--- src/rtl/player_hit_ctrl.sv ---
// player_hit_ctrl: detects player/moon sprite overlap during the visible scan
// and, once per frame, turns any overlap into a lost life. Manages a timed
// invulnerability window with blinking and a sticky game-over state.
module player_hit_ctrl #(
   parameter int LIVES_INIT    = 3,
   parameter int INVULN_FRAMES = 120,
   parameter int H_ACTIVE      = 640,
   parameter int V_ACTIVE      = 480,
   parameter int BLINK_BIT     = 2
) (
   input  logic       clk,
   input  logic       reset,
   input  logic [9:0] x,
   input  logic [9:0] y,
   input  logic       frame_tick,
   input  logic       player_on,
   input  logic       moon_on,
   input  logic       restart,
   output logic [2:0] lives,
   output logic       hit_pulse,
   output logic       invuln,
   output logic       player_visible,
   output logic       game_over
);

   localparam logic [9:0] H_LIM     = 10'(H_ACTIVE);
   localparam logic [9:0] V_LIM     = 10'(V_ACTIVE);
   localparam logic [2:0] LIVES_RST = 3'(LIVES_INIT);
   localparam logic [7:0] INV_LOAD  = 8'(INVULN_FRAMES);

   typedef enum logic [1:0] {
      ALIVE     = 2'd0,
      INVULN    = 2'd1,
      GAME_OVER = 2'd2
   } state_t;

   state_t     state, state_next;
   logic [2:0] lives_next;
   logic [7:0] inv_cnt, inv_next;
   logic       overlap_seen, seen_next;
   logic       pulse_next;
   logic       visible_next;
   logic       ov, hit;

   // Overlap is only meaningful inside the visible area; the tick cycle itself counts.
   always_comb begin
      ov  = player_on & moon_on & (x < H_LIM) & (y < V_LIM);
      hit = overlap_seen | ov;
   end

   // Next-state logic: restart has priority, otherwise act only on frame_tick.
   always_comb begin
      // NOTE: every signal gets a default first so no path leaves it unassigned (no latch).
      state_next = state;
      lives_next = lives;
      inv_next   = inv_cnt;
      pulse_next = 1'b0;
      seen_next  = overlap_seen | ov;

      if (restart) begin
         state_next = ALIVE;
         lives_next = LIVES_RST;
         inv_next   = 8'd0;
         seen_next  = 1'b0;
      end else if (frame_tick) begin
         seen_next = 1'b0;
         unique case (state)
            ALIVE: begin
               if (hit) begin
                  pulse_next = 1'b1;
                  if (lives <= 3'd1) begin
                     lives_next = 3'd0;
                     state_next = GAME_OVER;
                  end else begin
                     lives_next = lives - 3'd1;
                     state_next = INVULN;
                     inv_next   = INV_LOAD;
                  end
               end
            end
            INVULN: begin
               if (inv_cnt <= 8'd1) begin
                  state_next = ALIVE;
                  inv_next   = 8'd0;
               end else begin
                  inv_next = inv_cnt - 8'd1;
               end
            end
            GAME_OVER: begin
               lives_next = 3'd0;
            end
            default: begin
               state_next = ALIVE;
            end
         endcase
      end
   end

   // Sprite gate derived from the state being entered, so it lines up with invuln/game_over.
   always_comb begin
      visible_next = 1'b1;
      unique case (state_next)
         ALIVE:     visible_next = 1'b1;
         INVULN:    visible_next = inv_next[BLINK_BIT];
         GAME_OVER: visible_next = 1'b0;
         default:   visible_next = 1'b1;
      endcase
   end

   // State and registered outputs.
   always_ff @(posedge clk or negedge reset) begin
      // NOTE: every flop here is a control register and takes the async reset; state updates use <= only.
      if (!reset) begin
         state          <= ALIVE;
         lives          <= LIVES_RST;
         inv_cnt        <= 8'd0;
         overlap_seen   <= 1'b0;
         hit_pulse      <= 1'b0;
         invuln         <= 1'b0;
         game_over      <= 1'b0;
         player_visible <= 1'b1;
      end else begin
         state          <= state_next;
         lives          <= lives_next;
         inv_cnt        <= inv_next;
         overlap_seen   <= seen_next;
         hit_pulse      <= pulse_next;
         invuln         <= (state_next == INVULN);
         game_over      <= (state_next == GAME_OVER);
         player_visible <= visible_next;
      end
   end

endmodule

--- config.mk ---
export PLATFORM = sky130hd
export DESIGN_NAME = player_hit_ctrl
export DESIGN_NICKNAME = d
export VERILOG_FILES = /design/src/rtl/player_hit_ctrl.sv
export SDC_FILE = /design/constraint.sdc
export NUM_CORES = 1
export LEC_CHECK = 0
export CORE_ASPECT_RATIO = 1.2
export CORE_MARGIN = 8
export CORE_UTILIZATION = 45
export DETAILED_ROUTE_END_ITERATION = 6
export PLACE_DENSITY_LB_ADDON = 0.15
export SYNTH_ARGS = -nofsm -noshare
export SYNTH_HDL_FRONTEND = slang
export SYNTH_SLANG_ARGS = --single-unit
export TNS_END_PERCENT = 5
--- constraint.sdc ---
create_clock -name clk -period 5.48 [get_ports clk]
set_input_delay 0.548 -clock clk [delete_from_list [all_inputs] [get_ports clk]]
set_output_delay 0.548 -clock clk [all_outputs]
set_load 0.01 [all_outputs]
==> Word-level counts from Yosys, hierarchy flattened <==
Index checks and enable logic that the tools add are counted.
{ "word_totals": {"inputBits": 26, "mem_bits_rw": 0, "memories": 0, "reg_bits": 18, "mem_bits_ro": 0, "word_cells": 55, "latch_bits": 0} }
{ "classes": {"n_shift": 0, "add_sub_neg": 2, "bitwise": 4, "div": 0, "n_mul": 0, "n_reduce_logical": 6, "n_mux": 24, "n_eq_ne": 6, "magnitude_cmp": 4} }
{ "ops": {"columns": ["operator", "n"], "rows": [
  ["$mux W8", 5],
  ["$pmux W8 S2", 1],
  ["$mux W3", 4],
  ["$lt A10 B10 Y1 const B", 1],
  ["$lt A10 B9 Y1 const B", 1],
  ["$mux W2", 5],
  ["$le A8 B1 Y1 const B", 1],
  ["$sub A8 B1 Y8 const B", 1],
  ["$mux W1", 6],
  ["$ne A3 B3 Y1 const B", 2],
  ["$pmux W2 S3", 1],
  ["$pmux W3 S2", 1],
  ["$reduce_bool A3 Y1", 2],
  ["$eq A2 B1 Y1 const B", 2],
  ["$eq A2 B2 Y1 const B", 2],
  ["$reduce_and A4 Y1", 1],
  ["$and A1 B1 Y1", 3],
  ["$le A3 B1 Y1 const B", 1],
  ["$reduce_and A3 Y1", 1],
  ["$sub A3 B1 Y3 const B", 1],
  ["$logic_not A2 Y1", 1],
  ["$pmux W1 S2", 1],
  ["$reduce_bool A2 Y1", 1],
  ["$or A1 B1 Y1", 1]
]} }

==> Logic depth before layout (Yosys ltp) <==
{ "logic_depth": {"ltp_word": 10, "depth_mapped": 7, "depth_no_buf": 7} }

==> Worst setup path before layout <==
No wires, ideal clock.
{ "synth_path": {"path_type": "reg2reg", "from": "register lives[1]", "to": "register player_visible", "t_arrival_ns": 1.857, "stages_incl_launch_ff": 8, "setup_ns": 0.073, "setup_slack_ns": 3.550, "synth_period_minus_slack_ns": 1.930, "path_buffers": 0, "cell_sequence": "dfstp_2 inv_1 ha_1 o21ba_2 nor2_1 or4_1 and3_1 a21oi_1"} }
{ "synth_between": {"elab_chain_len": 8} }
{ "synth_lines": {"columns": ["element", "line", "source"], "rows": [
  ["start, declared", "19", "output logic [2:0] lives,"],
  ["start signal, assigned", "124", "lives <= lives_next;"],
  ["$le A3 B1 Y1 (*)", "71", "if (lives <= 3'd1) begin"],
  ["$mux W2", "71", null],
  ["$mux W2", "69", "if (hit) begin"],
  ["$pmux W2 S3", "67", "unique case (state)"],
  ["$mux W2", "65", "end else if (frame_tick) begin"],
  ["$mux W2", "60", "if (restart) begin"],
  ["$eq A2 B2 Y1 or $eq A2 B1 Y1 (tied branches)", "102", "unique case (state_next)"],
  ["$pmux W1 S2 (*)", "102", null],
  ["net visible_next", "42", "logic visible_next;"],
  ["end signal, assigned", "130", "player_visible <= visible_next;"],
  ["end, declared", "22", "output logic player_visible,"]
]} }
The timed path passes the listed nets; every way through them passes the cells marked *. The select of a mux whose other input is x is not followed.
A chain may end at the register's enable or synchronous reset.

==> Worst setup path after layout <==
{ "layout_path": {"from": "register lives[1]", "to": "register inv_cnt[3]"} }
{ "layout_between": {"elab_chain_len": 3} }
{ "layout_lines": {"columns": ["element", "line", "source"], "rows": [
  ["$le A3 B1 Y1", "71", null],
  ["$ne A3 B3 Y1 (no line)", null, null],
  ["$reduce_and A4 Y1 (no line)", null, null],
  ["end signal, assigned", "125", "inv_cnt <= inv_next;"],
  ["end, declared", "39", "logic [7:0] inv_cnt, inv_next;"]
]} }
No other way between the ends.

==> results.txt <==
----------------------------------------------------
[Worst setup path]
  Flop-to-flop setup slack ... 3.38 ns
  Startpoint type of the worst setup path ... register
  Crit. Startpoint ... lives[1]
  Kind of end point of the critical path ... register
  Peak fanout along the critical path ... 6
  Required time worst endpoint ... 5.68 ns
  Startpoint-to-endpoint class of the critical path ... register to register
  Crit Reg-Reg Startpoint ... lives[1]
  WP data arrival ... 2.31 ns

[Clock network]
  Number of buffers added for setup after CTS ... 0
  Clock latency reported for the late side of the worst-skew pair ... 0.30 ns
  Number of buffers created by CTS ... 3
  Max clock buf depth ... 2
  Htree depth ... 1
  Number of sinks on the clock net ... 18
  Library cell used as clock root buffer ... sky130_fd_sc_hd__clkbuf_4
  Hold buffer count at CTS ... 0
  TritonCTS clock tree ... yes
  Cells resized by post-CTS repair ... 0
  Reg clk slew, reported paths ... 0.11 ns

[Routing]
  Routed length per placed instance ... 14.81 um
  DRC violations left ... 0
  Total detailed-routing wirelength ... 2503 um
  Total met3 wirelength after detailed routing ... 146 um
  Top layer reached by signal wires ... met4
  First-pass detailed-route iteration total ... 4
  Antenna Nets Post-Route ... 0
  Detailed Route Iter0 Violations ... 17
  Via/cell ratio ... 5.876
  Metal-1 WL ... 1193 um
  Vias after detailed routing ... 993
  Met2 layer wire length in the routed design ... 1116 um

[Synthesis]
  Flops & latches, synth ... 18
  Sequential share of the synthesized area ... 42.16%
  Synth cell types ... 44
  Post-synth ARST share ... 100.0%
  Flip-flop cell with the highest count after synthesis ... sky130_fd_sc_hd__dfrtp_1
  Synthesized area ... 1077 um^2
  Xor-xnor portion of the synthesized cell area ... 0%
  Area share of fa/ha/maj cells after synthesis ... 4.646%
  Synth top cells by count ... sky130_fd_sc_hd__dfrtp_1 (15), sky130_fd_sc_hd__inv_1 (10), sky130_fd_sc_hd__nor2_1 (8), sky130_fd_sc_hd__a21oi_1 (7)
  Number of instances in the synthesized netlist ... 116
  Portion of synthesized cell area occupied by the leading cell type ... 34.84%
  Mean Syn Cell Area ... 9.287 um^2
  Main area contributors after synthesis ... sky130_fd_sc_hd__dfrtp_1 (35%), sky130_fd_sc_hd__dfstp_2 (7.3%), sky130_fd_sc_hd__ha_1 (4.6%)
  Warnings from Yosys ... 0
  EDFF count, synth ... 0
  Most used standard cell by instance count after synthesis ... sky130_fd_sc_hd__dfrtp_1
  Portion of netlist area occupied by mux cells ... 2.904%
  Main combinational cell family by area after synthesis ... compound AO/OA/AOI/OAI gates
  Post-synthesis compound-gate area fraction ... 25.20%
  Simple-gate share of the synthesized area ... 20.44%
  Synthesized net count ... 146
  Biggest area consumer among synthesized cells ... sky130_fd_sc_hd__dfrtp_1

[Global routing]
  First-pass GRT wire length ... 4367 um
  Grt ovf ... 0
  Largest net degree at the start of global routing ... 19
  Number of global-route vias before repair ... 1009
  Gr usage total ... 12.74%
  Initial antenna violation count ... 0

[STA]
  Tightest slew margin relative to the limit ... 44.58%
  Final hold violation count ... 0
  Max Freq ... 0.4754 GHz
  Worst Tran Pin Value ... 0.8287 ns
  Final count of pins violating max slew ... 0
  Hold Worst Slack ... 0.5641 ns
  Number of failing setup endpoints in the final timing report ... 0
  Accumulated negative setup slack ... 0 ns
  Final worst-path cycle share ... 38.39%
  Setup repair after global routing missed its margin ... no
  Post-route minimum period ... 2.104 ns
  Fin Clk Skew ... 0.009432 ns

[Pwr]
  Leak pwr ... 0.5876 nW
  Max VDD drop ... 264.3 uV
  Pwr dens ... 276.5 nW/um^2

[Placed design]
  Routability congestion estimate from global placement ... 0.8672
  Buffers added on ports ... 20
  HPWL reported at the end of detailed placement ... 1915 um

[Die]
  DIE WIDTH ... 60.67 um
  Number of top-level pins ... 33
  Core region area ... 2282 um^2
  Standard-cell rows ... 19
  DIE AREA ... 4222 um^2
  Die span in y ... 69.60 um
  Initial cell density of the core ... 47.20%

[Run]
  Max_cap viols ... 0

[Finish]
  Layout overhead on the synthesized area ... 24.74%
  ANT cells ... 0
  Footprint of the flip-flops and latches ... 454.2 um^2
  Final core occ ... 58.88%
  Filler cell count in the final layout ... 210
  Multi-input combinational cell area ... 573.1 um^2
  Final Net Count ... 169
  Share of final-layout standard cells stronger than drive strength 1 ... 10.14%

[Worst hold path]
  Hold wc startpoint ... state[0]
  Worst hold path class ... register to register

[Run status]
  Outcome ... completed

----------------------------------------------------
[state kept, by name, indices dropped and copies added, names as in the netlist]
signal and flops:
lives 3, hit_pulse 1, invuln 1, overlap_seen 1
player_visible 1, game_over 1, state 2, inv_cnt 8
[final cells by class]
class,instances,area share (%)
Clock buffer,4,2.700
Inverter,11,3.073
Multi-Input combinational cell,85,42.64
Sequential cell,18,33.80
Tap cell,31,2.886
Timing Repair Buffer,20,14.90
[cell families (layout without fill, tap and decap cells)]
group	count (synthesis)	after routing
buf+inv	13	35
fa+ha+maj	4	4
simple gates	39	39
flops	18	18
compound gates	39	39
mux	3	3
[cell usage in the layout (no fill, tap or decap), types with 3 or more instances in the layout]
master / count
sky130_fd_sc_hd__o21ai_0: 5
sky130_fd_sc_hd__ha_1: 4
sky130_fd_sc_hd__o22ai_1: 3
sky130_fd_sc_hd__inv_1: 10
sky130_fd_sc_hd__dfstp_2: 3
sky130_fd_sc_hd__dfrtp_1: 15
sky130_fd_sc_hd__nand2_1: 5
sky130_fd_sc_hd__nor2_1: 8
sky130_fd_sc_hd__a21oi_1: 7
sky130_fd_sc_hd__o21ai_1: 3
sky130_fd_sc_hd__nand3_1: 5
sky130_fd_sc_hd__clkdlybuf4s50_1: 20
sky130_fd_sc_hd__a31oi_1: 5
sky130_fd_sc_hd__clkbuf_4: 3
[worst max-delay path, cell delays in order, from the launching register on]
cell,delay [ns]
sky130_fd_sc_hd__dfstp_2,0.56
sky130_fd_sc_hd__inv_1,0.06
sky130_fd_sc_hd__ha_1,0.17
sky130_fd_sc_hd__o21ba_2,0.27
sky130_fd_sc_hd__o2111ai_1,0.13
sky130_fd_sc_hd__a31oi_1,0.50
sky130_fd_sc_hd__a21boi_1,0.24
sky130_fd_sc_hd__o22ai_1,0.08
[layer usage]
| metal | global-route usage (%) | up-vias |
|---|---|---|
| met5 | 0 | - |
| met4 | 4.675 | 0 |
| met3 | 3.896 | 6 |
| met2 | 17.67 | 26 |
| met1 | 17.69 | 480 |
| li1 | - | 481 |
[power by group]
group | total [W] | switching, W | internal (W) | leakage (nW)
Clock | 0.0000851 | 0.0000445 | 0.0000406 | 0.0210
Sequential | 0.000169 | 0.0000179 | 0.000151 | 0.240
Combinational | 0.000118 | 0.0000571 | 0.0000606 | 0.327
[stage by stage]
step	setup slack, ns	instances	total power (W)	instance area, um^2
3_3_place_gp	3.091	165	0.0002857	1308
4_1_cts	3.402	169	0.0003740	1344
2_1_floorplan	3.550	116	0.0002397	1077
5_1_grt	3.231	169	0.0003943	1344
3_5_place_dp	3.084	165	0.0002894	1308
6_report	3.376	169	0.0003716	1344
[path summary, 6_finish.rpt]
kind,cells after the start,endpoint
worst max-delay path,7,inv_cnt[3]
worst min-delay path,1,hit_pulse
worst max register to register,7,inv_cnt[3]
worst min register to register,1,hit_pulse
max in group asynchronous,1,state[1]
min in group asynchronous,1,inv_cnt[6]
Note: power is estimated with default switching activity, not from simulation.
